### config.mk
export PLATFORM = sky130hd
export DESIGN_NAME = inst_loader
export DESIGN_NICKNAME = d
export VERILOG_FILES = /design/src/rtl/inst_loader_pkg.sv /design/src/rtl/key_debounce.sv /design/src/rtl/inst_loader.sv
export SDC_FILE = /design/constraint.sdc
export NUM_CORES = 1
export LEC_CHECK = 0
export BUFFER_PORTS_ARGS = -buffer_cell sky130_fd_sc_hd__clkbuf_2
export CAP_MARGIN = 40
export CELL_PAD_IN_SITES_DETAIL_PLACEMENT = 1
export CELL_PAD_IN_SITES_GLOBAL_PLACEMENT = 1
export CORE_MARGIN = 5
export CORE_UTILIZATION = 42
export DETAILED_ROUTE_END_ITERATION = 10
export HOLD_SLACK_MARGIN = 0.1
export PLACE_DENSITY = 0.81
export SYNTH_ARGS = -nofsm -noshare
export SYNTH_HDL_FRONTEND = slang
export SYNTH_SLANG_ARGS = --single-unit
### constraint.sdc
create_clock -name il_in_clk -period 2.6 [get_ports il_in_clk]
set_clock_uncertainty 0.15 [all_clocks]
set_input_delay 0.13 -clock il_in_clk [delete_from_list [all_inputs] [get_ports il_in_clk]]
set_output_delay 0.13 -clock il_in_clk [all_outputs]
set_load 0.01 [all_outputs]
### src/rtl/inst_loader_pkg.sv
// Shared types and default sizing for the board-side instruction loader.
package inst_loader_pkg;

  typedef enum logic [1:0] {
    HI  = 2'd0,
    LO  = 2'd1,
    WR  = 2'd2,
    RUN = 2'd3
  } state_t;

  localparam int unsigned DEF_ADDR_W     = 10;
  localparam int unsigned DEF_DEB_CYCLES = 50000;

endpackage

### src/rtl/key_debounce.sv
// Two-flop synchronizer plus debounce counter for an active-low board key.
// Emits a one-cycle press pulse on each accepted released->pressed transition.
module key_debounce #(
  parameter int unsigned DEB_CYCLES = 50000
) (
  input  logic clk,
  input  logic rst_n,
  input  logic raw_n,
  output logic press
);

  localparam int unsigned CNT_W = (DEB_CYCLES < 1) ? 1 : $clog2(DEB_CYCLES + 1);
  localparam logic [CNT_W-1:0] CNT_MAX = CNT_W'(DEB_CYCLES);

  logic [1:0]       sync;
  logic             deb;
  logic [CNT_W-1:0] cnt;

  // The counter only runs while the synchronized level disagrees with the
  // accepted level, so any bounce back restarts the qualification window.
  always_ff @(posedge clk or negedge rst_n) begin
    if (!rst_n) begin
      sync  <= 2'b11;
      deb   <= 1'b1;
      cnt   <= '0;
      press <= 1'b0;
    end else begin
      sync  <= {sync[0], raw_n};
      press <= 1'b0;
      if (sync[1] == deb) begin
        cnt <= '0;
      end else if (cnt == CNT_MAX) begin
        deb   <= sync[1];
        cnt   <= '0;
        press <= ~sync[1];
      end else begin
        cnt <= cnt + 1'b1;
      end
    end
  end

endmodule

### src/rtl/inst_loader.sv
// Assembles 32-bit words from two switch halves and writes them to consecutive
// instruction-memory addresses, then releases the pipeline. IL_CHECKSUM_EN adds a running sum.
module inst_loader
  import inst_loader_pkg::*;
#(
  parameter int unsigned ADDR_W     = DEF_ADDR_W,
  parameter int unsigned DEB_CYCLES = DEF_DEB_CYCLES
) (
  input  logic              il_in_clk,
  input  logic              il_in_rst,
  input  logic [15:0]       il_in_sw,
  input  logic              il_in_key_n,
  input  logic              il_in_go_n,
  output logic [ADDR_W-1:0] il_out_addr,
  output logic [31:0]       il_out_data,
  output logic              il_out_wren,
  output logic              il_out_cpu_run,
  output logic [ADDR_W-1:0] il_out_count,
  output logic              il_out_phase,
  output logic [15:0]       il_out_sum,
  output logic [1:0]        il_out_state
);

  localparam logic [ADDR_W-1:0] LAST_ADDR = '1;

  logic              key_press;
  logic              go_press;
  state_t            state;
  state_t            state_next;
  logic [ADDR_W-1:0] count;
  logic [31:0]       data;
  logic              wren_q;
  logic              run_q;

  key_debounce #(.DEB_CYCLES(DEB_CYCLES)) u_key_deb (
    .clk   (il_in_clk),
    .rst_n (il_in_rst),
    .raw_n (il_in_key_n),
    .press (key_press)
  );

  key_debounce #(.DEB_CYCLES(DEB_CYCLES)) u_go_deb (
    .clk   (il_in_clk),
    .rst_n (il_in_rst),
    .raw_n (il_in_go_n),
    .press (go_press)
  );

  // go is honoured only between words so a half-entered word is never dropped.
  always_comb begin
    state_next = state;
    case (state)
      HI: begin
        if (go_press)       state_next = RUN;
        else if (key_press) state_next = LO;
      end
      LO:  if (key_press) state_next = WR;
      WR:  state_next = (count == LAST_ADDR) ? RUN : HI;
      RUN: state_next = RUN;
      default: state_next = HI;
    endcase
  end

  always_ff @(posedge il_in_clk or negedge il_in_rst) begin
    if (!il_in_rst) begin
      state  <= HI;
      wren_q <= 1'b0;
      run_q  <= 1'b0;
      count  <= '0;
      data   <= '0;
    end else begin
      state  <= state_next;
      wren_q <= (state_next == WR);
      run_q  <= (state_next == RUN);
      if (state == HI && key_press && !go_press) data[31:16] <= il_in_sw;
      if (state == LO && key_press)              data[15:0]  <= il_in_sw;
      // Saturate on the last address: memory is full, no wrap back to 0.
      if (state == WR && count != LAST_ADDR)     count <= count + 1'b1;
    end
  end

`ifdef IL_CHECKSUM_EN
  logic [15:0] sum;

  always_ff @(posedge il_in_clk or negedge il_in_rst) begin
    if (!il_in_rst) begin
      sum <= '0;
    end else if (state == WR) begin
      sum <= sum + data[31:16] + data[15:0];
    end
  end

  assign il_out_sum = sum;
`else
  assign il_out_sum = '0;
`endif

  assign il_out_addr    = count;
  assign il_out_count   = count;
  assign il_out_data    = data;
  assign il_out_wren    = wren_q;
  assign il_out_cpu_run = run_q;
  assign il_out_phase   = (state == LO) || (state == WR);
  assign il_out_state   = state;

endmodule

=== Yosys cells after proc, flatten, opt, wreduce, memory -nomap -nowiden ===
Index checks and enable logic that the tools add are counted.

* Register bits: 86
* Bits of input ports: 20
* Output and inout bits: 73
* Word-level logic and storage cells: 54

* Add/sub/neg operators: 3
* Equality and inequality tests: 11
* Mux-type cells: 13
* Bitwise operators: 4
* Reductions and logical operators: 9

{| class="wikitable"
|+ Operators with widths
! kind !! number
|-
| $mux 16 || 4
|-
| $add 16x1->16 const B || 2
|-
| $eq 16x16->1 const B || 2
|-
| $add 10x1->10 const B || 1
|-
| $eq 10x10->1 const B || 1
|-
| $ne 10x10->1 const B || 1
|-
| $eq 2x2->1 const B || 4
|-
| $mux 2 || 4
|-
| $pmux 2 s4 || 1
|-
| $logic_and 1x1->1 || 4
|-
| $mux 1 || 4
|-
| $not 1->1 || 4
|-
| $reduce_and 2->1 || 2
|-
| $eq 1x1->1 || 2
|-
| $eq 2x1->1 const B || 1
|-
| $logic_not 2->1 || 1
|-
| $logic_not 1->1 || 1
|-
| $logic_or 1x1->1 || 1
|}

=== Logic depth before layout (Yosys ltp) ===
* Word-level depth: 4
* Gate-level depth with buffers: 7
* Gate-level depth less buffers: 6

=== Modules after synthesis ===
From an unflattened synthesis, not the netlist that was laid out.

* Cells, all modules: 351
* Area total of the unflattened synthesis: 4232.8 um^2

{| class="wikitable"
|+ By module, submodules not included
! module !! times used !! cells an instance !! area an instance (um^2) !! seq. area each (um^2)
|-
| inst_loader || 1 || 173 || 2155.8 || 1151.1
|-
| key_debounce || 2 || 89 || 1038.5 || 504.2
|}

=== Worst setup path after synthesis ===
OpenSTA, ideal clock, no wires.

* Path kind: flip-flop to flip-flop
* Start: reg state[1] (netlist: il_out_state[1])
* End: reg data[22] (netlist: il_out_data[22])
* Setup time: 0.125 ns
* Data arrival time: 1.764 ns
* Data required time: 2.325 ns
* Setup slack: 0.562 ns
* Cell stages (with the launch flop): 7
* Path buffers: 1
* Clock period less this slack: 2.038 ns
* Path through: dfrtp_1 -> inv_1 -> ha_1 -> nor2b_1 -> nand2_1 -> clkbuf_1 -> mux2_2

* Word-level cells in the longest chain between the ends: 3

{| class="wikitable"
|+ Ends and longest elaborated chain
! element !! RTL line !! text
|-
| from (decl) || inst_loader.sv:28 || <nowiki>state_t state;</nowiki>
|-
| from (signal assigned) || inst_loader.sv:72 || <nowiki>state <= state_next;</nowiki>
|-
| $logic_not 2->1 || inst_loader.sv:75 || <nowiki>if (state == HI && key_press && !go_press) data[31:16] <= il_in_sw;</nowiki>
|-
| $logic_and 1x1->1 (2 in a row) || inst_loader.sv:75 ||
|-
| to (signal assigned) || inst_loader.sv:75 ||
|-
| to (decl) || inst_loader.sv:31 || <nowiki>logic [31:0] data;</nowiki>
|}

Every way passes these cells.
A chain may end at the register's enable or synchronous reset.

=== Final worst setup path ===
* Start: reg state[1] (netlist: il_out_state[1])
* End: reg data[0] (netlist: il_out_data[0])

* Word-level cells in the longest chain between the ends: 2

{| class="wikitable"
|+ Ends and longest elaborated chain
! element !! RTL line !! text
|-
| $eq 2x1->1 || inst_loader.sv:76 || <nowiki>if (state == LO && key_press) data[15:0] <= il_in_sw;</nowiki>
|-
| $logic_and 1x1->1 || inst_loader.sv:76 ||
|-
| to (signal assigned) || inst_loader.sv:76 ||
|}

Every way passes these cells.

==> results.md <==
| Step | Parameter | Value |
|---|---|---|
| run status | Run status | complete, no violations |
| logic synthesis | Synthesized netlist cell count | 340 |
| logic synthesis | Commonest cells in the synthesized netlist | 80 x sky130_fd_sc_hd__dfrtp_1, 38 x sky130_fd_sc_hd__nor2_1, 35 x sky130_fd_sc_hd__mux2_2 |
| sta | Count of endpoints failing setup in the final report | 0 |
| logic synthesis | Fraction of synthesis flops using an asynchronous set or reset pin | 1.000 |
| setup path | Data required time of the critical path | 2.69 ns |
| die | Num ports | 93 |
| layout | Sequential cell area | 2160 um2 |
| sta | Final Hold Slack | 0.1957 ns |
| sta | Setup TNS | 0 ns |
| route | Detail Route Antenna Nets | 0 |
| logic synthesis | Count of flip-flops with a built-in enable after synthesis | 0 |
| logic synthesis | Synth Flop Type | sky130_fd_sc_hd__dfrtp_1 |
| route | Average vias per placed instance | 5.024 |
| sta | Final hold viol count | 0 |
| layout | Multi-input logic area | 1579 um2 |
| logic synthesis | Post-synthesis average cell area | 11.61 um2 |
| setup path | Delay of the slowest critical-path stage | 0.54 ns |
| setup path | Startpoint type of the worst setup path | register |
| die | Die footprint | 11440 um2 |
| setup path | Crit-path cells | inv_1, ha_1, nand2_1, mux2_2 |
| power | VDD IR max | 0.2966 mV |
| logic synthesis | Post-synthesis sequential element count | 86 |
| flow run | Max Cap Violations | 0 |
| route | Wire length reported by the detailed router | 8728 um |
| logic synthesis | Biggest area consumer among synthesized cells | sky130_fd_sc_hd__dfrtp_1 |
| power | Internal power | 2.007 mW |
| route | Highest metal layer used by the detailed router | met4 |
| grt | Overall track demand over capacity in global routing | 0.1601 |
| sta | Slew @ Worst Pin | 0.7105 ns |
| place | I/O Buffers | 76 |
| logic synthesis | Area fraction of the dominant cell type after synthesis | 0.5070 |
| die | Number of placement rows | 35 |
| grt | Remaining Overflow, GRT | 0 |
| logic synthesis | Leading cell types by total area after synthesis | sky130_fd_sc_hd__dfrtp_1 51%, sky130_fd_sc_hd__mux2_2 10%, sky130_fd_sc_hd__xnor2_1 5.5%, sky130_fd_sc_hd__buf_4 4.9%, sky130_fd_sc_hd__dfstp_2 4.0% |
| power | Power share of the clock group | 0.401 |
| route | Number of DRC markers in iteration 0 | 68 |
| cts | Latest clock arrival within the worst-skew pair | 0.36 ns |
| sta | Unrepaired setup endpoints after global routing | no |
| power | Switching power as a share of total power | 0.2383 |
| route | Detailed-router iteration count before antenna repair | 4 |
| cts | Max clock buf depth | 2 |
| power | Fraction of power consumed by sequential logic | 0.532 |
| power | Net load switching power | 0.6279 mW |
| grt | Number of global-route vias before repair | 2997 |
| grt | Largest net degree at the start of global routing | 51 |
| sta | Max Transition Viols Final | 0 |
| logic synthesis | Sequential share of the synthesized area | 0.5469 |
| layout | Count of filler cells inserted in the layout | 977 |
| setup path | Class of the most critical setup path | reg -> reg |
| cts | Hold bufs inserted after CTS | 19 |
| setup path | Data arrival time at the worst-slack endpoint | 2.05 ns |
| place | Half-perimeter wire length after placement | 6280 um |
| setup path | Cell at the slowest stage of the critical path | sky130_fd_sc_hd__nand2_1 |
| place | Final GP Congestion | 0.7882 |
| cts | H-tree levels | 3 |
| cts | Cell chosen for the clock root | sky130_fd_sc_hd__clkbuf_8 |
| cts | Count of buffers added by post-CTS timing repair for setup | 0 |
| sta | Slew Limit Headroom | 0.5252 |
| setup path | Critical Path Fanout Max | 16 |
| cts | Post_cts resized | 0 |
| power | Relative contribution of combinational cells to total power | 0.066 |
| cts | Clock tree from TritonCTS | yes |
| die | Starting Density | 0.4294 |
| route | Detailed-routed wire length on met3 | 340 um |
| layout | Layout cell share with drive strength beyond 1 | 0.3219 |
| layout | Final layout net count | 462 |
| layout | Relative area change from synthesis to final layout | 20.60% |
| hold path | Worst min-delay path category | in -> async |
| die | Die Ht | 107.0 um |
| logic synthesis | Synthesis Warnings | 0 |
| layout | ANT cells | 0 |
| grt | First-pass GRT wire length | 14810 um |
| cts | Clock Sink Count | 86 |
| cts | Inserted Clock Buffers | 9 |
| route | DRC violation count after routing | 0 |
| route | Post-detailed-route wirelength per cell | 15.90 um |
| power | Total power per unit cell area | 553.3 nW/um2 |
| setup path | Critical path capture point type | register |
| logic synthesis | Most used standard cell by instance count after synthesis | sky130_fd_sc_hd__dfrtp_1 |
| grt | Antenna violations before repair | 0 |
| cts | Worst-path clk slew | 0.09 ns |
| power | Static Leakage | 2.191 nW |
| sta | Final worst-path cycle share | 0.7512 |
| route | Detailed-route via count | 2758 |
| sta | Timing-limited maximum frequency | 512.0 MHz |
| die | Horizontal extent of the die | 107.0 um |
| die | Core footprint | 9196 um2 |
| logic synthesis | Summed instance area of the synthesized netlist | 3949 um2 |
| sta | Final period demand of the worst path | 1.953 ns |
| logic synthesis | Netlist cell types | 35 |
| route | Wl on met1 | 3674 um |
| route | DR WL met2 | 4549 um |
path summary, 6_finish.rpt:
kind                       slack (ns)                     endpoint  cells after the start                        start
max                              0.65   il_out_data[0]$_DFFE_PN0P_                      4    il_out_state[1]$_DFF_PN0_
min                              0.20     u_go_deb.press$_DFF_PN0_                      2                    il_in_rst
max reg2reg                      0.65   il_out_data[0]$_DFFE_PN0P_                      4    il_out_state[1]$_DFF_PN0_
min reg2reg                      0.20  u_key_deb.sync[1]$_DFF_PN1_                      0  u_key_deb.sync[0]$_DFF_PN1_
max in group asynchronous        1.50  u_key_deb.cnt[15]$_DFF_PN0_                      3                    il_in_rst
min in group il_in_clk           0.20  u_key_deb.sync[1]$_DFF_PN1_                      0  u_key_deb.sync[0]$_DFF_PN1_
through the flow:
step,utilization,power [mW],worst slack (ns),cell area [um2],instances
after floorplan,-,1.508,0.5617,4005,355
after global placement,0.4724,1.574,0.7210,4344,514
after detailed placement,0.4724,1.585,0.6306,4344,514
after CTS,0.5178,2.673,0.6231,4762,549
after global routing,0.5178,2.757,0.4483,4762,549
final,0.5178,2.635,0.6468,4762,549
critical path: cells and delay by family (launching register included):
family	cells	cell delay, ns
adders and majority gates	1	0.21
DFF	1	0.45
and+or+nand+nor	1	0.54
muxes	1	0.41
buffers and inverters	1	0.09
cell families (layout without fill, tap and decap cells):
family                     after synthesis  count (layout)  share of synthesized area
and+or+nand+nor                        113             113                     0.1534
DFF                                     86              86                     0.5469
buffers and inverters                   45             128                    0.06749
muxes                                   35              35                    0.09981
xor gates and xnor gates                34              34                    0.07541
AOI/OAI and AO/OA                       17              17                    0.02757
adders and majority gates                9               9                    0.02852
other                                    1              16                  0.0009497
power groups by stage:
stage / Clock [mW] / Sequential, mW / Combinational (mW)
final: 1.06 / 1.40 / 0.175
after global routing: 1.15 / 1.41 / 0.196
after CTS: 1.09 / 1.40 / 0.179
after detailed placement: 0 / 1.43 / 0.156
after global placement: 0 / 1.43 / 0.149
after floorplan: 0 / 1.44 / 0.0727
cells in the final DEF, fill, tap and decap left out, types with 4 or more instances in the layout:
cell type / count
sky130_fd_sc_hd__nor2_1: 38
sky130_fd_sc_hd__nor4_1: 9
sky130_fd_sc_hd__ha_1: 9
sky130_fd_sc_hd__inv_1: 15
sky130_fd_sc_hd__a21oi_1: 4
sky130_fd_sc_hd__mux2_2: 35
sky130_fd_sc_hd__clkbuf_8: 9
sky130_fd_sc_hd__nand4_1: 9
sky130_fd_sc_hd__dfrtp_1: 80
sky130_fd_sc_hd__clkbuf_2: 75
sky130_fd_sc_hd__nor3_1: 4
sky130_fd_sc_hd__xnor2_1: 25
sky130_fd_sc_hd__dfstp_2: 6
sky130_fd_sc_hd__nand2_1: 15
sky130_fd_sc_hd__and3_1: 4
sky130_fd_sc_hd__xor2_1: 9
sky130_fd_sc_hd__nand3_1: 13
sky130_fd_sc_hd__o21ai_0: 6
sky130_fd_sc_hd__conb_1: 16
sky130_fd_sc_hd__dlygate4sd3_1: 19
routing by layer:
metal / global-route usage / vias to the layer above
met1: 0.1907 / 1376
met5: 0 / -
met3: 0.02529 / 14
met4: 0.05936 / 0
li1: - / 1305
met2: 0.2900 / 63
registers in the layout, indices dropped and copies added, names as in the netlist:
name and flops:
il_out_data 32, il_out_state 2, u_go_deb.deb 1, u_go_deb.sync 2, u_key_deb.deb 1, il_out_cpu_run 1, u_key_deb.cnt 16, u_key_deb.sync 2
il_out_wren 1, u_key_deb.press 1, u_go_deb.cnt 16, u_go_deb.press 1, il_out_addr 10
layout make-up:
class / instances / share of cell area
clock buffers: 9 / 0.02601
multi-input cells: 224 / 0.3316
flip-flops and latches: 86 / 0.4535
well taps: 111 / 0.02916
inverters: 15 / 0.01182
clock inverters: 7 / 0.02181
repair buffers: 97 / 0.1261
Note: power is estimated with default switching activity, not from simulation.
